`config.mk`:
```
export PLATFORM = sky130hd
export DESIGN_NAME = array_elem_writer_flat
export DESIGN_NICKNAME = d
export VERILOG_FILES = /design/src/rtl/array_writer_pkg.sv /design/src/rtl/array_elem_writer_if.sv /design/src/rtl/array_fill_tracker.sv /design/src/rtl/array_elem_writer.sv /design/src/flat_wrapper.sv
export SDC_FILE = /design/constraint.sdc
export NUM_CORES = 1
export LEC_CHECK = 0
export CORE_UTILIZATION = 50
export DETAILED_ROUTE_END_ITERATION = 12
export GPL_TIMING_DRIVEN = 0
export PLACE_DENSITY = 0.88
export SETUP_SLACK_MARGIN = 0.02
export SYNTH_ARGS = -nofsm -noshare
export SYNTH_HDL_FRONTEND = slang
export SYNTH_HIERARCHICAL = 1
export SYNTH_SLANG_ARGS = --single-unit
```
`constraint.sdc`:
```
create_clock -name clk -period 2.9 [get_ports clk]
set_input_delay 0.29 -clock clk [delete_from_list [all_inputs] [get_ports clk]]
set_output_delay 0.29 -clock clk [all_outputs]
set_load 0.1 [all_outputs]
```
`src/rtl/array_writer_pkg.sv`:
```
// Shared types and sizing helpers for the indexed array writer.
package array_writer_pkg;

  typedef enum logic {
    FILL = 1'b0,
    HOLD = 1'b1
  } state_t;

  localparam int DEFAULT_DEPTH = 5;
  localparam int DEFAULT_WIDTH = 4;

  // A one-element array still needs a 1-bit index port.
  function automatic int idx_width(input int depth);
    int w;
    w = $clog2(depth);
    return (w < 1) ? 1 : w;
  endfunction

endpackage

```
`src/rtl/array_elem_writer_if.sv`:
```
// Element-write source port plus packed-array publish port of the array writer.
interface array_elem_writer_if
  import array_writer_pkg::*;
#(
  parameter int DEPTH = DEFAULT_DEPTH,
  parameter int WIDTH = DEFAULT_WIDTH
);
  localparam int IDX_W = idx_width(DEPTH);

  // Both channels: a transfer happens on a rising edge where valid && ready;
  // the sender holds its payload until then, and ready never depends on valid.
  logic                   wr_valid;
  logic                   wr_ready;
  logic [IDX_W-1:0]       wr_idx;
  logic [WIDTH-1:0]       wr_data;
  logic                   out_valid;
  logic                   out_ready;
  logic [DEPTH*WIDTH-1:0] out_arr;

  modport slave (
    input  wr_valid, wr_idx, wr_data, out_ready,
    output wr_ready, out_valid, out_arr
  );

  modport master (
    output wr_valid, wr_idx, wr_data, out_ready,
    input  wr_ready, out_valid, out_arr
  );

endinterface

```
`src/rtl/array_fill_tracker.sv`:
```
// Tracks which array elements have been written since the last publish.
module array_fill_tracker #(
  parameter int DEPTH = 5,
  parameter int IDX_W = 3
) (
  input  logic             clk,
  input  logic             rst,
  input  logic             set_en,
  input  logic [IDX_W-1:0] set_idx,
  input  logic             clr_en,
  output logic             full_next,
  output logic             in_range,
  output logic             dup
);

  logic [DEPTH-1:0] bitmap_q;
  logic [DEPTH-1:0] bitmap_d;
  logic [DEPTH-1:0] onehot;
  logic [DEPTH-1:0] merged;
  logic             take;

  // An out-of-range index decodes to an all-zero one-hot.
  always_comb begin
    onehot = '0;
    for (int i = 0; i < DEPTH; i++) begin
      onehot[i] = (32'(set_idx) == 32'(i));
    end
  end

  assign in_range  = (32'(set_idx) < 32'(DEPTH));
  assign take      = set_en && in_range;
  assign merged    = bitmap_q | onehot;
  assign full_next = take && (&merged);
  assign dup       = take && (|(bitmap_q & onehot));

  always_comb begin
    bitmap_d = bitmap_q;
    if (clr_en) begin
      bitmap_d = '0;
    end else if (take) begin
      bitmap_d = merged;
    end
  end

  always_ff @(posedge clk) begin
    if (rst) begin
      bitmap_q <= '0;
    end else begin
      bitmap_q <= bitmap_d;
    end
  end

endmodule

```
`src/rtl/array_elem_writer.sv`:
```
// Collects indexed element writes into a register array and publishes it whole.
// Optional ARRAY_ELEM_WRITER_DUP_ERR_EN adds a sticky dup_err output.
module array_elem_writer
  import array_writer_pkg::*;
#(
  parameter int DEPTH = DEFAULT_DEPTH,
  parameter int WIDTH = DEFAULT_WIDTH
) (
  input  logic                clk,
  input  logic                rst,
  array_elem_writer_if.slave  bus,
  output state_t              state_dbg,
  output logic                idx_err
`ifdef ARRAY_ELEM_WRITER_DUP_ERR_EN
  ,
  output logic                dup_err
`endif
);

  localparam int IDX_W = idx_width(DEPTH);

  state_t                       state_q, state_d;
  logic [DEPTH-1:0][WIDTH-1:0]  elems_q, elems_d;
  logic                         idx_err_q, idx_err_d;
  logic                         set_en, clr_en;
  logic                         full_next, in_range, dup;

  assign set_en = (state_q == FILL) && bus.wr_valid;
  assign clr_en = (state_q == HOLD) && bus.out_ready;

  array_fill_tracker #(
    .DEPTH (DEPTH),
    .IDX_W (IDX_W)
  ) u_tracker (
    .clk       (clk),
    .rst       (rst),
    .set_en    (set_en),
    .set_idx   (bus.wr_idx),
    .clr_en    (clr_en),
    .full_next (full_next),
    .in_range  (in_range),
    .dup       (dup)
  );

  always_comb begin
    state_d   = state_q;
    elems_d   = elems_q;
    idx_err_d = idx_err_q;
    case (state_q)
      FILL: begin
        if (bus.wr_valid) begin
          if (in_range) begin
            for (int i = 0; i < DEPTH; i++) begin
              if (32'(bus.wr_idx) == 32'(i)) elems_d[i] = bus.wr_data;
            end
          end else begin
            idx_err_d = 1'b1;
          end
          if (full_next) state_d = HOLD;
        end
      end
      HOLD: begin
        // Storage is kept so out_arr shows the last array until overwritten.
        if (bus.out_ready) state_d = FILL;
      end
      default: state_d = FILL;
    endcase
  end

  always_ff @(posedge clk) begin
    if (rst) begin
      state_q   <= FILL;
      elems_q   <= '0;
      idx_err_q <= 1'b0;
    end else begin
      state_q   <= state_d;
      elems_q   <= elems_d;
      idx_err_q <= idx_err_d;
    end
  end

`ifdef ARRAY_ELEM_WRITER_DUP_ERR_EN
  logic dup_err_q, dup_err_d;

  always_comb begin
    dup_err_d = dup_err_q;
    if (dup) dup_err_d = 1'b1;
  end

  always_ff @(posedge clk) begin
    if (rst) begin
      dup_err_q <= 1'b0;
    end else begin
      dup_err_q <= dup_err_d;
    end
  end

  assign dup_err = dup_err_q;
`else
  logic unused_dup;
  assign unused_dup = dup;
`endif

  assign bus.wr_ready  = (state_q == FILL);
  assign bus.out_valid = (state_q == HOLD);
  assign bus.out_arr   = elems_q;
  assign idx_err       = idx_err_q;
  assign state_dbg     = state_q;

endmodule

```
`src/flat_wrapper.sv`:
```
// flat-port wrapper written by rule: the top's interface ports become plain ports
module array_elem_writer_flat import array_writer_pkg::*;
#(
  parameter int DEPTH = DEFAULT_DEPTH,
  parameter int WIDTH = DEFAULT_WIDTH
)
  (clk, rst, state_dbg, idx_err, bus_wr_valid, bus_wr_idx, bus_wr_data, bus_out_ready, bus_wr_ready, bus_out_valid, bus_out_arr);
  array_elem_writer_if #(.DEPTH(DEPTH), .WIDTH(WIDTH)) bus_i ();
  input  logic clk;
  input  logic rst;
  output state_t state_dbg;
  output logic idx_err;
  input wire logic [$bits(bus_i.wr_valid)-1:0] bus_wr_valid;
  input wire logic [$bits(bus_i.wr_idx)-1:0] bus_wr_idx;
  input wire logic [$bits(bus_i.wr_data)-1:0] bus_wr_data;
  input wire logic [$bits(bus_i.out_ready)-1:0] bus_out_ready;
  output wire logic [$bits(bus_i.wr_ready)-1:0] bus_wr_ready;
  output wire logic [$bits(bus_i.out_valid)-1:0] bus_out_valid;
  output wire logic [$bits(bus_i.out_arr)-1:0] bus_out_arr;
  assign bus_i.wr_valid = bus_wr_valid;
  assign bus_i.wr_idx = bus_wr_idx;
  assign bus_i.wr_data = bus_wr_data;
  assign bus_i.out_ready = bus_out_ready;
  assign bus_wr_ready = bus_i.wr_ready;
  assign bus_out_valid = bus_i.out_valid;
  assign bus_out_arr = bus_i.out_arr;
  array_elem_writer #(.DEPTH(DEPTH), .WIDTH(WIDTH)) u_core (.clk(clk), .rst(rst), .bus(bus_i), .state_dbg(state_dbg), .idx_err(idx_err));
endmodule
```
==> results of run 1 <==
worst register-to-register path, cell delays in order (launching register included):
cell	delay [ns]
dfxtp_1	0.39
nor2b_1	0.41
o221ai_1	0.23
a211oi_2	0.24
a2bb2oi_1	0.09
nor2_1	0.09
cells in the final DEF, fill, tap and decap left out, types with 3 or more instances in the layout:
| master | count |
|---|---|
| clkdlybuf4s50_1 | 34 |
| dfxtp_1 | 27 |
| nand2b_1 | 21 |
| mux2i_1 | 16 |
| nor2b_1 | 6 |
| o21ai_0 | 6 |
| nor2_1 | 6 |
| o21ai_1 | 4 |
| nor3_1 | 4 |
| clkbuf_4 | 3 |
| inv_1 | 3 |
| a21oi_1 | 3 |
| a31oi_1 | 3 |
state kept, by name, indices dropped and copies added (netlist names):
name,flops
u_core/bus.out_valid,1
u_core/idx_err,1
u_core/u_tracker/bitmap_q,5
u_core/bus.out_arr,20
layout make-up:
class	count	area [um2]	area share
tap	28	35.03	0.02141
timing repair buffer	34	340.3	0.2080
clock inverter	1	5.005	0.003058
clock buffer	3	22.52	0.01376
inverter	3	11.26	0.006881
sequential	27	540.5	0.3303
multi-input combinational	89	648.1	0.3960
buffer	5	33.78	0.02064
power by group through the flow:
stage	registers, mW	logic (mW)	clock network [mW]
floorplan	0.428	0.0414	0
global placement	0.390	0.117	0
detailed placement	0.391	0.119	0
CTS	0.383	0.120	0.167
global route	0.384	0.126	0.185
finish	0.383	0.120	0.162
worst max path at each step:
stage                          from                      to  depth (start not counted)
2_1_floorplan  u_core/bus.out_valid    u_core/bus.out_valid                          3
3_3_place_gp          bus_wr_idx[1]   u_core/bus.out_arr[6]                          5
3_5_place_dp          bus_wr_idx[1]  u_core/bus.out_arr[12]                          5
4_1_cts        u_core/bus.out_valid               state_dbg                          2
5_1_grt        u_core/bus.out_valid               state_dbg                          2
6_report       u_core/bus.out_valid               state_dbg                          2
metrics by stage:
step           utilization  cell area [um2]
2_1_floorplan            -             1234
3_3_place_gp        0.7070             1609
3_5_place_dp        0.7070             1609
4_1_cts             0.7191             1637
5_1_grt             0.7191             1637
6_report            0.7191             1637
routing by layer:
metal | share of wire | up-vias
met4 | 0.0084 | 0
met1 | 0.45 | 485
met2 | 0.48 | 30
li1 | - | 503
met5 | 0 | -
met3 | 0.056 | 4
==> results.yml, run 1 <==
pwr:
  swShare: 0.2880
  p_clk_frac: 0.244
  combPwrFrac: 0.180
  p_leak_nw: 0.6701
  ir_drop_mv: 0.3455
  finalPower_mw: 0.6652
  internal-power_mw: 0.4737
  powerDensity_mw_per_mm2: 406.5
  p_seq_frac: 0.576
  power.switching_mw: 0.1916
worst_setup_path:
  slowest_stage: "clkdlybuf4s50_1"
  cp_cell_sequence: "buf_4, clkdlybuf4s50_1"
  critPathMaxStageDelay_ns: 1.12
  path_max_fanout: 8
  worstReg2RegStart: "u_core/bus.out_valid"
  rrSetupSlack_ns: 1.39
  arrival_ns: 2.04
  worstSetupEndpointType: "output port"
  start_kind: "flip-flop"
  r2r_cells: 5
  r2r-end: "u_core/bus.out_valid"
  crit_buf_inv: 2
  worst-setup-path-type: "reg2out"
  critPathRequiredTime_ns: 2.61
  cp_top_family: "buffers and inverters"
grt:
  antenna_found_initial: 0
  grt_max_degree: 16
  grt_pass1_vias: 969
  gr-usage-met1: 0.2811
  busiest_layer: "met2"
  gr-usage-met2: 0.3853
  grt_pass1_wl_um: 4491
  grtUsageTotal: 0.2292
  use_met3: 0.07310
  gr-total-overflow: 0
timing:
  min_period_ns: 2.332
  max_slew_margin: 0.3449
  fin_skew_ns: 0.003373
  setup_tns_ns: 0
  setup_viol: 0
  worst_slack_ns: 0.5681
  final_max_slew_viol_count: 0
  rsz0062_at_grt: "false"
  fmax_mhz: 428.8
  min_period_over_period: 0.8041
  whs_ns: 0.4824
  final_hold_viol_count: 0
  worst_pin_slew_ns: 0.9796
min_path:
  hp-start: "u_core/bus.out_arr[14]"
  hold_path.class: "reg2reg"
  whs_path_depth: 2
  holdPathEnd: "u_core/bus.out_arr[14]"
run_status:
  run_status: "finished, final reports clean"
floorplanning:
  initial_core_util: 0.5421
  die_w_um: 51.67
  dieArea_mm2: 0.002670
  rows: 17
  core_area_mm2: 0.002276
  io_pins: 35
  die_y_um: 51.67
clock_tree:
  numCtsBuffers: 3
  clock_path_buffers: 2
  cts_tree: "built"
  cts_hold_buffers: 0
  cts-root-buf: "clkbuf_4"
  cts_resized: 0
  insertion_delay_ns: 0.32
  cts_setup_buffers: 0
  clk_pin_slew_ns: 0.14
  clock-sinks: 27
  h-tree-depth: 1
place:
  dp_hpwl_um: 2000
  dpl.cell_count: 186
  port_buffers: 34
  dp_worst_setup_slack_ns: 0.6022
  place.gp.congestion: 0.7473
flow_run:
  drv_cap: 0
layout:
  area_delta_synth_final_pct: 32.66
  fin_nets: 174
  fillers: 179
  drive_gt1_frac: 0.1049
  instances_no_fill: 190
  diodes: 0
synthesis:
  syn_area_mm2: 0.001234
  ys_warn_count: 6
  synth_cells: 124
  synth_nets: 135
  synth_area_per_cell_um2: 9.949
route:
  routed_wl_um: 2741
  drcViolationCount: 0
  drtAntennaViolNets: 0
  wl_per_cell_um: 14.43
  route.vias.total: 1022
  via_per_inst: 5.379
  firstDrtPassIters: 4
  drt_iter0_drc: 11
Power figures use the tool's default switching activity.
==> run 2: changes to the inputs <==
CORE_UTILIZATION = 47   (was 50)
PLACE_DENSITY = 0.83   (was 0.88)
clock period = 2.35 ns   (was 2.9 ns; I/O delays follow)
==> results.yml, run 2 (synthesized netlist as in run 1, its figures left out) <==
timing:
  worst_pin_slew_ns: 0.9904
  final_max_slew_viol_count: 0
  min_period_ns: 2.183
  min_period_over_period: 0.9287
  setup_tns_ns: 0
  final_hold_viol_count: 0
  fmax_mhz: 458.2
  whs_ns: 0.4856
  setup_viol: 0
  rsz0062_at_grt: "false"
  worst_slack_ns: 0.1675
  fin_skew_ns: 0.004922
  max_slew_margin: 0.3376
worst_setup_path:
  start_kind: "flip-flop"
  arrival_ns: 1.95
  worstSetupEndpointType: "output port"
  r2r_cells: 5
  critPathRequiredTime_ns: 2.12
  slowest_stage: "clkdlybuf4s50_1"
  cp_top_family: "buffers and inverters"
  cp_cell_sequence: "clkdlybuf4s50_1"
  path_max_fanout: 8
  critPathMaxStageDelay_ns: 1.18
  cp.depth: 1
  worst-setup-path-type: "reg2out"
  crit_buf_inv: 1
clock_tree:
  insertion_delay_ns: 0.31
  cts-root-buf: "clkbuf_4"
  clock_path_buffers: 2
  clk_pin_slew_ns: 0.13
  cts_hold_buffers: 0
  cts_tree: "built"
  clock-sinks: 27
  numCtsBuffers: 3
  h-tree-depth: 1
route:
  route.vias.total: 1008
  drt_iter0_drc: 14
  routed_wl_um: 2651
  drcViolationCount: 0
  via_per_inst: 5.250
  wl_per_cell_um: 13.81
  wl_met1_um: 1226
  dr_wl_met2_um: 1266
  met3_wirelength_um: 145
  drtAntennaViolNets: 0
  firstDrtPassIters: 7
  top_layer_used: "met4"
layout:
  diodes: 0
  fin_area_mm2: 0.001640
  fin_nets: 174
  multi_input_area_um2: 648.1
  layout_commonest_cell: "clkdlybuf4s50_1"
  area_delta_synth_final_pct: 32.96
  final_cell_mix: "clkdlybuf4s50_1 (33), dfxtp_1 (27), nand2b_1 (21), mux2i_1 (16)"
  fillers: 224
  largest_reg_flops: 20
  post-route-util: 0.6621
  instances_no_fill: 192
  seq_area_um2: 540.5
  drive_gt1_frac: 0.09877
grt:
  antenna_found_initial: 0
  grt_max_degree: 15
  gr-total-overflow: 0
  grt_pass1_wl_um: 4388
  grt_pass1_vias: 977
  grtUsageTotal: 0.2113
min_path:
  hold_path.class: "reg2reg"
  whs_path_depth: 2
pwr:
  p_seq_frac: 0.583
  p_clk_frac: 0.234
  powerDensity_mw_per_mm2: 493.7
  finalPower_mw: 0.8098
  power.switching_mw: 0.2232
  combPwrFrac: 0.182
  internal-power_mw: 0.5866
  swShare: 0.2756
  ir_drop_mv: 0.4538
  p_leak_nw: 0.6861
flow_run:
  drv_cap: 0
floorplanning:
  dieArea_mm2: 0.002834
  rows: 18
  die_y_um: 53.24
  core_area_mm2: 0.002477
  die_w_um: 53.24
  initial_core_util: 0.4980
  io_pins: 35
place:
  port_buffers: 34
  dpl.cell_count: 188
  dp_hpwl_um: 1933
  dpl-instance-area_mm2: 0.001612
  place.gp.congestion: 0.7770
  dp_worst_setup_slack_ns: 0.08528
run_status:
  run_status: "finished, final reports clean"
[run 2: what timing repair did]
action	CTS	global route
resized for setup	0	1
endpoints found under the setup margin	0	1
setup buffers	0	0
[run 2: power groups by stage]
stage	sequential (mW)	combinational [mW]	clock (mW)
2_1_floorplan	0.529	0.0510	0
3_3_place_gp	0.482	0.145	0
3_5_place_dp	0.482	0.147	0
4_1_cts	0.472	0.147	0.196
5_1_grt	0.474	0.156	0.212
6_report	0.472	0.148	0.190
[run 2: path summary, 6_finish.rpt]
kind	startpoint	endpoint	slack, ns
min	u_core/idx_err	u_core/idx_err	0.49
min reg2reg	u_core/idx_err	u_core/idx_err	0.49
max reg2reg	u_core/bus.out_valid	u_core/bus.out_valid	0.82
max	u_core/bus.out_valid	bus_out_valid	0.17
[run 2: worst register-to-register path, stage by stage (launching register included)]
cell       delay, ns
dfxtp_1         0.39
nor2b_1         0.41
o221ai_1        0.23
a211oi_2        0.25
a2bb2oi_1       0.09
nor2_1          0.10
[run 2: area by class of cell]
class                      instances  area share
multi-input combinational         89      0.3951
timing repair buffer              34      0.2090
clock buffer                       4     0.01602
sequential                        27      0.3295
tap                               30     0.02288
buffer                             5     0.02060
inverter                           3    0.006865
[run 2: layer usage]
layer / vias to the layer above / track usage
met2: 30 / 0.3583
met5: - / 0
met4: 0 / 0.03947
met3: 2 / 0.03736
met1: 471 / 0.2782
li1: 505 / -
